<file path="config.mk">
export PLATFORM = sky130hd
export DESIGN_NAME = fp_norm_sequencer
export DESIGN_NICKNAME = d
export VERILOG_FILES = /design/src/rtl/fp_norm_sequencer_pkg.sv /design/src/rtl/fp_norm_sequencer_step.sv /design/src/rtl/fp_norm_sequencer.sv
export SDC_FILE = /design/constraint.sdc
export NUM_CORES = 1
export LEC_CHECK = 0
export ABC_AREA = 1
export CAP_MARGIN = 20
export CORE_ASPECT_RATIO = 1.4
export CORE_MARGIN = 2
export CORE_UTILIZATION = 25
export CTS_CLUSTER_SIZE = 20
export DETAILED_ROUTE_END_ITERATION = 6
export DONT_BUFFER_PORTS = 1
export PLACE_DENSITY = 0.36
export REMOVE_ABC_BUFFERS = 1
export SLEW_MARGIN = 20
export SYNTH_ARGS = -nofsm -noshare
export SYNTH_HDL_FRONTEND = slang
export SYNTH_SLANG_ARGS = --single-unit
export TNS_END_PERCENT = 1
</file>
<file path="constraint.sdc">
create_clock -name clk_i -period 2.4 [get_ports clk_i]
set_clock_uncertainty 0.05 [all_clocks]
set_input_delay 0.6 -clock clk_i [delete_from_list [all_inputs] [get_ports clk_i]]
set_output_delay 0.6 -clock clk_i [all_outputs]
set_load 0.1 [all_outputs]
</file>
<file path="src/rtl/fp_norm_sequencer_pkg.sv">
// +--------------------------------------------------------------------------+
// | fp_norm_sequencer_pkg : shared widths, FSM encoding and flag bit indices |
// | Revision : 1.0                                                           |
// +--------------------------------------------------------------------------+
`default_nettype none

package fp_norm_sequencer_pkg;

  localparam int SIG_W_DEF = 24;
  localparam int EXP_W_DEF = 8;
  localparam int SHAMT_W   = 5;

  localparam int FLAG_ZERO   = 0;
  localparam int FLAG_DENORM = 1;
  localparam int FLAG_OVF    = 2;

  typedef enum logic [1:0] {
    ST_IDLE = 2'd0,
    ST_NORM = 2'd1,
    ST_DONE = 2'd2
  } norm_state_t;

endpackage

`default_nettype wire

</file>
<file path="src/rtl/fp_norm_sequencer_step.sv">
// +--------------------------------------------------------------------------+
// | fp_norm_sequencer_step : one combinational normalization step            |
// | Revision : 1.0                                                           |
// +--------------------------------------------------------------------------+
`default_nettype none

module fp_norm_sequencer_step
  import fp_norm_sequencer_pkg::*;
#(
  parameter int SIG_W = SIG_W_DEF,
  parameter int EXP_W = EXP_W_DEF
) (
  input  logic [SIG_W-1:0]   sig_i,
  input  logic [EXP_W:0]     exp_i,
  input  logic               carry_i,
  input  logic [SHAMT_W-1:0] shamt_i,
  output logic [SIG_W-1:0]   sig_o,
  output logic [EXP_W:0]     exp_o,
  output logic [SHAMT_W-1:0] shamt_o,
  output logic [2:0]         flags_o,
  output logic               done_o
);

  localparam logic [EXP_W:0] c_EXP_MAX = {1'b0, {EXP_W{1'b1}}};
  localparam logic [EXP_W:0] c_EXP_ONE = {{EXP_W{1'b0}}, 1'b1};

  logic [EXP_W:0] exp_inc;

  always_comb begin
    sig_o   = sig_i;
    exp_o   = exp_i;
    shamt_o = shamt_i;
    flags_o = '0;
    done_o  = 1'b1;
    exp_inc = exp_i + c_EXP_ONE;
    if (carry_i) begin
      sig_o = {1'b1, sig_i[SIG_W-1:1]};
      exp_o = exp_inc;
      if (exp_inc == c_EXP_MAX) begin
        sig_o              = '0;
        flags_o[FLAG_OVF]  = 1'b1;
      end
    end else if (sig_i == '0) begin
      exp_o              = '0;
      flags_o[FLAG_ZERO] = 1'b1;
    end else if (exp_i == '0) begin
      // A denormal operand may have summed into the normal range.
      if (sig_i[SIG_W-1]) exp_o = c_EXP_ONE;
      else                flags_o[FLAG_DENORM] = 1'b1;
    end else if (!sig_i[SIG_W-1]) begin
      if (exp_i == c_EXP_ONE) begin
        exp_o                = '0;
        flags_o[FLAG_DENORM] = 1'b1;
      end else begin
        sig_o   = sig_i << 1;
        exp_o   = exp_i - c_EXP_ONE;
        shamt_o = shamt_i + {{(SHAMT_W-1){1'b0}}, 1'b1};
        done_o  = 1'b0;
      end
    end
  end

endmodule

`default_nettype wire

</file>
<file path="src/rtl/fp_norm_sequencer.sv">
// +--------------------------------------------------------------------------+
// | fp_norm_sequencer : multi-cycle FP add/sub normalizer, valid/ready I/O   |
// | Revision : 1.0                                                           |
// +--------------------------------------------------------------------------+
`default_nettype none

module fp_norm_sequencer
  import fp_norm_sequencer_pkg::*;
#(
  parameter int SIG_W = SIG_W_DEF,
  parameter int EXP_W = EXP_W_DEF
) (
  input  logic               clk_i,
  input  logic               reset_i,
  input  logic               in_valid_i,
  output logic               in_ready_o,
  input  logic [SIG_W-1:0]   in_sig_i,
  input  logic               in_carry_i,
  input  logic [EXP_W-1:0]   in_exp_i,
  input  logic               in_sign_i,
  output logic               out_valid_o,
  input  logic               out_ready_i,
  output logic [SIG_W-1:0]   out_sig_o,
  output logic [EXP_W-1:0]   out_exp_o,
  output logic               out_sign_o,
  output logic [SHAMT_W-1:0] out_shamt_o,
  output logic [2:0]         out_flags_o
);

  norm_state_t        state_q, state_d;
  logic [SIG_W-1:0]   sig_q, sig_d;
  logic [EXP_W:0]     exp_q, exp_d;
  logic [SHAMT_W-1:0] shamt_q, shamt_d;
  logic [2:0]         flags_q, flags_d;
  logic               carry_q;
  logic               sign_q;
  logic               step_done;
  logic               accept;

  fp_norm_sequencer_step #(
    .SIG_W (SIG_W),
    .EXP_W (EXP_W)
  ) u_step (
    .sig_i   (sig_q),
    .exp_i   (exp_q),
    .carry_i (carry_q),
    .shamt_i (shamt_q),
    .sig_o   (sig_d),
    .exp_o   (exp_d),
    .shamt_o (shamt_d),
    .flags_o (flags_d),
    .done_o  (step_done)
  );

  always_ff @(posedge clk_i) begin
    if (reset_i) state_q <= ST_IDLE;
    else         state_q <= state_d;
  end

  always_comb begin
    state_d = state_q;
    case (state_q)
      ST_IDLE: if (in_valid_i) state_d = ST_NORM;
      ST_NORM: if (step_done) state_d = ST_DONE;
      ST_DONE: if (out_ready_i) state_d = in_valid_i ? ST_NORM : ST_IDLE;
      default: state_d = ST_IDLE;
    endcase
  end

  always_comb begin
    in_ready_o  = (state_q == ST_IDLE) || ((state_q == ST_DONE) && out_ready_i);
    out_valid_o = (state_q == ST_DONE);
  end

  assign accept = in_valid_i && in_ready_o;

  // Working registers double as the output registers; they only move in NORM or on accept.
  always_ff @(posedge clk_i) begin
    if (reset_i) begin
      sig_q   <= '0;
      exp_q   <= '0;
      shamt_q <= '0;
      flags_q <= '0;
      carry_q <= 1'b0;
      sign_q  <= 1'b0;
    end else if (accept) begin
      sig_q   <= in_sig_i;
      exp_q   <= {1'b0, in_exp_i};
      shamt_q <= '0;
      flags_q <= '0;
      carry_q <= in_carry_i;
      sign_q  <= in_sign_i;
    end else if (state_q == ST_NORM) begin
      sig_q   <= sig_d;
      exp_q   <= exp_d;
      shamt_q <= shamt_d;
      flags_q <= flags_d;
      carry_q <= 1'b0;
    end
  end

  assign out_sig_o   = sig_q;
  assign out_exp_o   = exp_q[EXP_W-1:0];
  assign out_sign_o  = sign_q;
  assign out_shamt_o = shamt_q;
  assign out_flags_o = flags_q;

endmodule

`default_nettype wire

</file>
; ---- Yosys cells after proc, flatten, opt, wreduce, memory -nomap -nowiden
; Index checks and enable logic that the tools add are counted.
[classes]
addsub = 3
multipliers = 0
div_mod_pow = 0
order_cmp = 0
eq_ne = 15
shifts = 0
n_mux = 36
bitwise_logic = 5
reduce_logical = 14
[op_table]
columns = op, n
row1 = 2-to-1 mux 24 bit, 8
row2 = 2-to-1 mux 9 bit, 6
row3 = zero test 24 bit, 1
row4 = 2-to-1 mux 8 bit, 2
row5 = 2-to-1 mux 1 bit, 15
row6 = AND reduction 3 bit, 4
row7 = adder 9 x 1 -> 9 bit (second input constant), 1
row8 = equality test 9 x 1 -> 1 bit (second input constant), 1
row9 = equality test 9 x 8 -> 1 bit (second input constant), 1
row10 = zero test 9 bit, 1
row11 = inequality test 3 bit (second input constant), 3
row12 = subtractor 9 x 1 -> 9 bit (second input constant), 1
row13 = 2-to-1 mux 2 bit, 4
row14 = one-hot mux 2 bit (3 select lines), 1
row15 = AND reduction 6 bit, 1
row16 = adder 5 x 1 -> 5 bit (second input constant), 1
row17 = inequality test 5 x 1 -> 1 bit (second input constant), 1
row18 = inequality test 5 x 4 -> 1 bit (second input constant), 1
row19 = inverter 1 bit, 5
row20 = AND reduction 5 bit, 1
row21 = inequality test 2 bit (second input constant), 2
row22 = inequality test 4 x 1 -> 1 bit (second input constant), 1
row23 = inequality test 4 x 3 -> 1 bit (second input constant), 1
row24 = inequality test 3 x 1 -> 1 bit (second input constant), 1
row25 = 8 further kinds, 9
[word_totals]
register_bits = 45
latch_bits = 0
mem_bits_rw = 0
rom_bits = 0
inputBits = 38
output_inout_bits = 43
wordCells = 82
n_memories = 0

; ---- Depth between registers and ports, before layout
; Gate-level depths: netlist of run 1.
[depth]
depth_word = 8
depth_mapped = 13
mapped_depth_nobuf = 12

; ---- Modules after synthesis
; A second synthesis of run 1 with hierarchy kept.
[hier_totals]
hier_cells = 666
hier_area_um2 = 4271.6
[by_module_without_submodules]
columns = mod, instances, cells_each, area_per_inst_um2
row1 = fp_norm_sequencer, 1, 355, 2560.0
row2 = fp_norm_sequencer_step, 1, 311, 1711.6

; ---- Worst setup path before layout of run 1
; No wires, ideal clock.
[synth_timing]
kind = flip-flop to output port
startpoint = register state_q[1]
endpoint = output port out_valid_o
arrival_time_ps = 1647
required_time_ps = 1750
path_slack_ps = 103
path_stages_with_launch = 3
path_buffers = 0
path_cell_list = dfxtp_1 -> inv_1 -> nor2_1
[synth_via]
elab_chain_len = 1
[synth_rtl]
columns = item, line
row1 = "start, declared", fp_norm_sequencer.sv:30  ; norm_state_t state_q, state_d;
row2 = "start signal, assigned", fp_norm_sequencer.sv:57  ; else state_q <= state_d;
row3 = equality test 2 bit, fp_norm_sequencer.sv:72  ; out_valid_o = (state_q == ST_DONE);
row4 = "end, declared", fp_norm_sequencer.sv:21  ; output logic out_valid_o,
; Every way passes these cells.

; ---- Worst setup path after layout of run 1
[layout_timing]
startpoint = register exp_q[5]
endpoint = register exp_q[6]
[layout_via]
elab_chain_len = 8
elab_cells_between_ends = 14
[layout_rtl]
columns = item, line
row1 = "start, declared", fp_norm_sequencer.sv:32  ; logic [EXP_W:0] exp_q, exp_d;
row2 = "start signal, assigned", fp_norm_sequencer.sv:88  ; exp_q <= {1'b0, in_exp_i};
row3 = "start signal, assigned", fp_norm_sequencer.sv:95  ; exp_q <= exp_d;
row4 = subtractor 9 x 1 -> 9 bit / equality test 9 x 1 -> 1 bit (equally long branches), "fp_norm_sequencer_step.sv:56, fp_norm_sequencer_step.sv:51"
row5 = 2-to-1 mux 9 bit, fp_norm_sequencer_step.sv:51  ; if (exp_i == c_EXP_ONE) begin
row6 = 2-to-1 mux 9 bit, fp_norm_sequencer_step.sv:50  ; end else if (!sig_i[SIG_W-1]) begin
row7 = 2-to-1 mux 9 bit, fp_norm_sequencer_step.sv:46  ; end else if (exp_i == '0) begin
row8 = 2-to-1 mux 9 bit, fp_norm_sequencer_step.sv:43  ; end else if (sig_i == '0) begin
row9 = 2-to-1 mux 9 bit, fp_norm_sequencer_step.sv:36  ; if (carry_i) begin
row10 = 2-to-1 mux 8 bit, fp_norm_sequencer.sv:93  ; end else if (state_q == ST_NORM) begin
row11 = 2-to-1 mux 8 bit, fp_norm_sequencer.sv:86  ; end else if (accept) begin
; Parallel ways exist; a longest one is shown, timed or not. The select of a mux whose other input is x is not followed.
; A chain may end at the register's enable or synchronous reset.

==> results.cfg, run 1 <==
[timing]
finalSetupViolCount = 0
rsz0062_at_grt = false
period_needed_ns = 2.094
fin_crit_sh = 0.8725
hold_viol_final = 0
worst_pin_slew_ns = 0.4274
fmax_mhz = 477.5
slew_headroom = 0.7146
slew_violations = 0

[final_layout]
post_layout_nonfiller_instances = 756
fin_area_sq_um = 4010
area_growth_pct = 18.44
layout_commonest_cell = nand2_1
ff_latch_area_sq_um = 900.9
final_cell_mix = nand2_1 (140), nor2_1 (67), inv_1 (57), buf_4 (54), nand3_1 (50)
diodes = 0
final_util = 0.3009
multi_input_area_sq_um = 2031
nets = 617
drive_gt1_frac = 0.1760
fill_cells = 1505

[cts]
cts_tree = done
hold_buffers = 0
cts-root-buf = clkbuf_16
htree_levels = 2
clock_latency_ns = 0.29
post_cts_resized = 0
clk_path_buf_depth = 2
cts.clk_slew.worst_paths_ns = 0.07
cts_sinks = 45
cts_setup_buffers = 0
cts_made_buffers = 5

[synth]
synth_area_sq_um = 3386
synth_cell_type_count = 36
yosysSeqAreaShare = 0.2661
syn_inst = 544
synth_area_per_cell_sq_um = 6.224
ys_ff_latch = 45
yosys_warnings = 0

[placement]
dp_hpwl_um = 8255
place_area_sq_um = 3837
portBuffers = 0
dp.cells = 748
gp_congestion = 0.7964

[worst_setup_path]
worstSetupPathType = reg2reg
critPathCaptureType = register
slowest_stage = dfxtp_1
r2r-end = exp_q[6]
worst_r2r_startpoint = exp_q[5]
r2r_setup_slack_ns = 0.31
r2r_cells = 10
startpoint_type = register
path_depth = 10
cpPeakStageDelay_ns = 0.38
crit_end = exp_q[6]
worstPathBufferInverterCount = 2
path_cells = nor2_1 > nand2_2 > inv_2 > nand4_2 > a21oi_1 > nand2_1 > nand2_2 > clkinv_1 > nor3_1 > nor2_1
cp_max_fo = 11
crit_required_ns = 2.53
arrival_ns = 2.23
crit_family = simple AND/OR/NAND/NOR gates
worstSetupStartpoint = exp_q[5]

[floorplan]
pin_count = 81
die_w_um = 102.4
initial_core_util = 0.2541
floorplan.die.height_um = 141.7
core_area_sq_um = 13330
dieArea_sq_um = 14500
rows = 50

[global_route]
grt_pass1_vias = 3501
grt_overflow_total = 0
grt_max_degree = 65
grt_pass1_wl_um = 18230
antenna_found_initial = 0
track_usage = 0.1613

[hold_path]
hold_path_class = in2reg

[pwr]
power.density_nw_per_um2 = 1403
power.total_w = 0.005626
power_leakage_nw = 1.845
irDropWorstVdd_uv = 418.5

[detailed_routing]
wl_per_cell_um = 15.02
drc_errors = 0
antenna_left = 0
drtIter0Drc = 117
wirelength_um = 11360
vias_per_cell = 4.578
drtPass1Iterations = 4
via_count = 3461

[flow_run]
cap_violations = 0

[status]
outcome = finished, final reports clean
## Yosys cell counts
cell type	count	share of area
nand3_4	1	0.0052
nand4_1	11	0.020
xor2_1	6	0.016
nand3b_4	1	0.0059
inv_2	4	0.0044
inv_1	57	0.063
dfxtp_1	45	0.27
ha_1	6	0.022
o21ai_1	2	0.0030
xnor2_1	3	0.0078
nand2_2	6	0.011
o21ai_0	25	0.037
nor2_2	12	0.022
o21bai_1	10	0.022
nand2_1	140	0.16
nand3_1	50	0.074
nor2_1	68	0.075
o21a_1	1	0.0022
clkinv_1	1	0.0011
a21oi_2	2	0.0052
clkbuf_1	8	0.0089
buf_4	10	0.022
buf_1	4	0.0044
nand2_4	2	0.0067
nor3_4	1	0.0048
a21oi_1	42	0.062
nor3_1	4	0.0059
buf_2	5	0.0074
o22ai_1	1	0.0018
nor3b_4	1	0.0055
mux2i_1	1	0.0030
buf_6	7	0.023
or2_2	1	0.0018
nand4_4	1	0.0063
nand4_2	1	0.0037
nor2_4	4	0.013
## sequential cells by signal (all words and copies together) (netlist names)
signal and flops:
state_q 2, carry_q 1, out_sign_o 1, exp_q 9, out_sig_o 24, out_flags_o 3, out_shamt_o 5
## power breakdown
group	switching, W	leakage, nW	internal (W)
clock network	0.000317	0.0841	0.000522
registers	0.000157	0.368	0.000925
logic	0.00277	1.39	0.000935
## final cells by class
class,instances,area share
tap,182,0.05679
sequential,45,0.2246
timing repair buffer,56,0.1111
inverter,62,0.05803
clock inverter,1,0.007488
clock buffer,7,0.03557
multi-input combinational,403,0.5064
## logic make-up (layout without fill, tap and decap cells)
family / after synthesis / after routing / share of synthesized area
buffers and inverters: 96 / 126 / 0.1349
multiplexers: 1 / 1 / 0.002957
flip-flops: 45 / 45 / 0.2661
adder cells (fa/ha/maj): 6 / 6 / 0.02217
XOR/XNOR: 9 / 9 / 0.02328
AND/OR/NAND/NOR: 304 / 304 / 0.4172
AO/OA/AOI/OAI: 83 / 83 / 0.1334
## metrics by stage
stage | hold slack (ns) | setup TNS [ns] | setup slack, ns
global route | 0.3025 | 0 | 0.008726
floorplan | 0.5212 | -11.93 | -0.4468
finish | 0.3138 | 0 | 0.3059
detailed placement | 0.4369 | 0 | 0.2361
global placement | 0.4323 | 0 | 0.2665
CTS | 0.3028 | 0 | 0.2688
## metal layers
metal  wire length (um)  share of wire  GRT usage
met5                  0              0          0
met4                183          0.016    0.04491
met3                521          0.046    0.03498
met2               6102           0.54     0.2978
met1               4549           0.40     0.1829
## worst min-delay path by stage
stage	startpoint	to	slack [ns]	cells past startpoint
floorplan	state_q[1]	out_flags_o[0]	0.52	2
global placement	out_flags_o[2]	out_flags_o[2]	0.43	2
detailed placement	out_shamt_o[4]	out_shamt_o[4]	0.44	2
CTS	reset_i	out_sig_o[12]	0.30	1
global route	reset_i	out_sig_o[11]	0.30	1
finish	reset_i	out_sig_o[12]	0.31	1
Note: power is estimated with default switching activity, not from simulation.
==> run 2, diff against run 1 <==
--- a/config.mk
+++ b/config.mk
@@ -8,7 +8,7 @@
 export ABC_AREA = 1
 export CAP_MARGIN = 20
 export CORE_ASPECT_RATIO = 1.4
-export CORE_MARGIN = 2
+export CORE_MARGIN = 4
 export CORE_UTILIZATION = 25
 export CTS_CLUSTER_SIZE = 20
 export DETAILED_ROUTE_END_ITERATION = 6
==> run 2 against run 1 <==
  * Final area down 0.50%
  * Maximum frequency down 1.3%
  * Critical path depth up 2
  * First-iteration DRC count up 31%
  * Via count down 0.14%
  * Sequential share of layout area up 0.11 points
  * Clock power about the same
  * Worst setup slack worse by 0.027 ns
  * Die area up 6.8%
  * Global-route usage down 1.0 points
  * Cell count down 0.13%
  * Critical endpoint is now out_sig_o[1]
  * Largest cell class unchanged
  * Highest routed layer unchanged
==> results.cfg, run 2 (synthesis gave the netlist of run 1 again) <==
[status]
outcome = finished, final reports clean

[final_layout]
drive_gt1_frac = 0.1745
fill_cells = 1526
nets = 616
layout_commonest_cell = nand2_1
fin_area_sq_um = 3990
post_layout_nonfiller_instances = 755
multi_input_area_sq_um = 2031
largest_reg_flops = 24
diodes = 0
final_cell_mix = nand2_1 (140), nor2_1 (67), inv_1 (57), buf_4 (54), nand3_1 (50)
area_growth_pct = 17.85
ff_latch_area_sq_um = 900.9

[worst_setup_path]
critPathCaptureType = register
cp_max_fo = 25
startpoint_type = register
arrival_ns = 2.25
worstSetupPathType = reg2reg
crit_required_ns = 2.53

[pwr]
irDropWorstVdd_uv = 444.9
power.density_nw_per_um2 = 1407
power_leakage_nw = 1.835

[cts]
clock_latency_ns = 0.29
cts_sinks = 45
hold_buffers = 0
cts.clk_slew.worst_paths_ns = 0.07
post_cts_resized = 0
cts_tree = done
cts_made_buffers = 5
htree_levels = 2
cts_setup_buffers = 0
clk_path_buf_depth = 2
cts-root-buf = clkbuf_16

[global_route]
grt_overflow_total = 0
antenna_found_initial = 0
grt_pass1_wl_um = 18930
grt_pass1_vias = 3585
track_usage = 0.1512
grt_max_degree = 47

[floorplan]
core_area_sq_um = 13330
rows = 50
die_w_um = 106.4
pin_count = 81
initial_core_util = 0.2541
floorplan.die.height_um = 145.7
dieArea_sq_um = 15500

[timing]
fmax_mhz = 471.5
hold_viol_final = 0
finalSetupViolCount = 0
slew_violations = 0
period_needed_ns = 2.121
fin_crit_sh = 0.8837
slew_headroom = 0.7149
fin_setup_tns_ns = 0
worst_pin_slew_ns = 0.4265
rsz0062_at_grt = false

[placement]
gp_congestion = 0.7702
dp_hpwl_um = 8484
portBuffers = 0
dp.cells = 747
place_area_sq_um = 3817

[hold_path]
hold_path_class = in2reg

[detailed_routing]
via_count = 3456
drtPass1Iterations = 4
antenna_left = 0
vias_per_cell = 4.577
wl_per_cell_um = 15.32
wirelength_um = 11570
drc_errors = 0
drtIter0Drc = 153

[flow_run]
cap_violations = 0
run 2: cell types whose count changed in the layout (fill, tap and decap cells not counted), sizes merged:
cell and change:
buf -1
run 2: metal layers:
metal	up-vias	routed length [um]	track usage
met1	1595	4790	0.1769
met2	76	5975	0.2722
li1	1769	-	-
met3	16	553	0.03196
met5	-	0	0
met4	0	250	0.04731
run 2: report_power, final:
group          total (W)  leakage (nW)  switching, W  internal [W]
registers        0.00109         0.368      0.000161      0.000925
clock network   0.000839        0.0841      0.000317      0.000522
logic            0.00369          1.38       0.00277      0.000919
total            0.00562          1.83       0.00325       0.00237
run 2: area by class of cell:
cell class / count / share of cell area
repair buffers: 55 / 0.1066
well taps: 182 / 0.05707
multi-input cells: 403 / 0.5089
flip-flops and latches: 45 / 0.2258
clock inverters: 1 / 0.007526
inverters: 62 / 0.05833
clock buffers: 7 / 0.03575
run 2: worst paths after layout:
kind | from | slack (ns) | cells after the start | to
setup reg to reg | exp_q[0] | 0.28 | 12 | out_sig_o[1]
hold / removal | reset_i | 0.32 | 1 | out_sig_o[12]
setup / recovery | exp_q[0] | 0.28 | 12 | out_sig_o[1]
hold reg to reg | out_shamt_o[3] | 0.47 | 2 | out_shamt_o[3]
run 2: worst max-delay path, stage by stage (launching register included):
cell and delay, ns:
dfxtp_1 0.45, ha_1 0.28, inv_1 0.06, nand2_1 0.06, nand2_1 0.06, nor2_1 0.15, nand3_1 0.14, nor2_4 0.12
nand3_4 0.29, nand3_1 0.16, nand2_1 0.06, nand2_1 0.06, a21oi_1 0.06
run 2: stage by stage:
stage                       util  worst slack, ns  hold slack, ns  power (W)
after floorplan                -          -0.4468          0.5212   0.003884
after global placement    0.2865           0.1947          0.4495   0.004832
after detailed placement  0.2865           0.1946          0.4755   0.004844
after CTS                 0.2994           0.2269          0.3127   0.005706
after global routing      0.2994          0.01167          0.3071   0.006053
final                     0.2994           0.2790          0.3208   0.005615
==> run 3, diff against run 2 <==
--- a/config.mk
+++ b/config.mk
@@ -7,13 +7,13 @@
 export LEC_CHECK = 0
 export ABC_AREA = 1
 export CAP_MARGIN = 20
-export CORE_ASPECT_RATIO = 1.4
+export CORE_ASPECT_RATIO = 1.2
 export CORE_MARGIN = 4
-export CORE_UTILIZATION = 25
-export CTS_CLUSTER_SIZE = 20
+export CORE_UTILIZATION = 64
+export CTS_CLUSTER_SIZE = 30
 export DETAILED_ROUTE_END_ITERATION = 6
 export DONT_BUFFER_PORTS = 1
-export PLACE_DENSITY = 0.36
+export PLACE_DENSITY = 0.78
 export REMOVE_ABC_BUFFERS = 1
 export SLEW_MARGIN = 20
 export SYNTH_ARGS = -nofsm -noshare
==> run 3 against run 2 <==
  * Sequential share of layout area grew 1.3 points
  * Clock-buffer cell count shrank 2
  * Via count grew 1.9%
  * Largest power group unchanged
  * Largest cell class unchanged
  * Global-route usage grew 13 points
  * Routed wire length shrank 23%
==> results.cfg, run 3 (synthesis gave the netlist of run 1 again) <==
[global_route]
grt_pass1_vias = 3352
track_usage = 0.2837
antenna_found_initial = 0
grt_overflow_total = 0
grt_max_degree = 43
grt_pass1_wl_um = 14880

[detailed_routing]
via_count = 3522
antenna_left = 0
wirelength_um = 8928
drtPass1Iterations = 7
highest_layer = met4
drc_errors = 0
wl_met2_um = 4680
wl_per_cell_um = 14.17
wl_met1_um = 3522
vias_per_cell = 5.590
drtIter0Drc = 228
dr_wl_met3_um = 622

[pwr]
swShare = 0.5939
p_sw_w = 0.003141
p_clk_frac = 0.113
power.density_nw_per_um2 = 1403
irDropWorstVdd_uv = 844.7
power_leakage_nw = 1.795
internal-power_w = 0.002148
power_frac_seq = 0.208
power_frac_comb = 0.679

[cts]
htree_levels = 2
cts_made_buffers = 5
cts_tree = done
cts-root-buf = clkbuf_8
clk_path_buf_depth = 2
hold_buffers = 0
clock_latency_ns = 0.30
cts.clk_slew.worst_paths_ns = 0.09
cts_sinks = 45

[timing]
slew_headroom = 0.7290
fin_crit_sh = 0.8997
period_needed_ns = 2.159
finalSetupViolCount = 0
fmax_mhz = 463.1
rsz0062_at_grt = false
slew_violations = 0
worst_pin_slew_ns = 0.4060
hold_viol_final = 0
fin_ws_ns = 0.2406

[placement]
dp.cells = 622
dp_hpwl_um = 6469
gp_congestion = 0.8996
pre_cts_ws_ns = 0.2488
portBuffers = 0

[final_layout]
post_layout_nonfiller_instances = 630
nets = 613
largest_reg_flops = 24
area_growth_pct = 11.38
final_cell_mix = nand2_1 (140), nor2_1 (67), inv_1 (57), nand3_1 (50), buf_4 (50)
layout_commonest_cell = nand2_1
drive_gt1_frac = 0.1737
diodes = 0

[floorplan]
rows = 28
dieArea_sq_um = 6523
floorplan.die.height_um = 87.68
die_w_um = 74.40
initial_core_util = 0.6711
core_area_sq_um = 5045
pin_count = 81

[worst_setup_path]
crit_required_ns = 2.55
cp_max_fo = 25
startpoint_type = register
arrival_ns = 2.31
worstSetupPathType = reg2reg
critPathCaptureType = register

[hold_path]
hold_path_class = in2reg

[status]
outcome = finished, final reports clean

[flow_run]
cap_violations = 0
-- run 3: cell count changes in the layout (fill, tap and decap cells not counted) --
cell | previous run | this run
dfxtp_1 | 45 | 44
clkbuf_16 | 5 | 0
clkbuf_8 | 1 | 5
buf_12 | 1 | 2
buf_4 | 54 | 50
dfxtp_2 | 0 | 1
clkinv_4 | 0 | 1
clkbuf_1 | 1 | 0
clkinvlp_4 | 0 | 1
-- run 3: cell type report --
class | count | area, sq um
Clock inverter | 3 | 46.29
Tap cell | 60 | 75.07
Timing Repair Buffer | 52 | 415.4
Clock buffer | 5 | 68.82
Sequential cell | 45 | 902.1
Multi-Input combinational cell | 403 | 2031
Fill cell | 438 | 1274
Inverter | 62 | 232.7
-- run 3: timing repair --
action                                  4_1_cts  5_1_grt
endpoints found under the setup margin        0        2
gates resized for setup                       0        1
hold endpoints to repair                      0        0
buffers inserted                              0        0
-- run 3: metal layers --
layer  vias to the layer above  GRT usage
li1                       1765          -
met1                      1613     0.3343
met2                       135     0.5012
met3                         9    0.06659
met4                         0    0.09061
met5                         -          0
-- run 3: final timing paths --
check	from	to	slack, ns	cells after the start
worst min-delay path	reset_i	out_sig_o[13]	0.31	1
worst max-delay path	exp_q[0]	out_sig_o[1]	0.24	10
worst max register to register	exp_q[0]	out_sig_o[1]	0.24	10
worst min register to register	out_shamt_o[1]	out_shamt_o[1]	0.42	2
-- run 3: per-stage QoR --
step                hold slack [ns]  cell area (sq um)  TNS [ns]  utilization  total power [W]
finish                       0.3080               3771         0       0.7475         0.005289
global route                 0.2848               3771         0       0.7475         0.005646
CTS                          0.2999               3770         0       0.7473         0.005277
detailed placement           0.4153               3655         0       0.7245         0.004672
global placement             0.3994               3655         0       0.7245         0.004595
floorplan                    0.5212               3162    -11.93            -         0.003884
-- run 3: power groups by stage --
stage | Combinational [W] | Clock [W] | Sequential (W)
finish | 0.00359 | 0.000597 | 0.00110
global route | 0.00387 | 0.000642 | 0.00113
CTS | 0.00358 | 0.000605 | 0.00110
detailed placement | 0.00356 | 0 | 0.00111
global placement | 0.00349 | 0 | 0.00110
floorplan | 0.00156 | 0 | 0.00232
-- run 3: critical path, stage by stage, from the launching register on --
cell and delay (ns):
dfxtp_1 0.47, ha_1 0.30, nand3_1 0.18, o21ai_1 0.17, nand2_1 0.09, nor2_2 0.13, nand3_4 0.29, nand3_1 0.17
nand2_1 0.07, nand2_1 0.07, a21oi_1 0.06
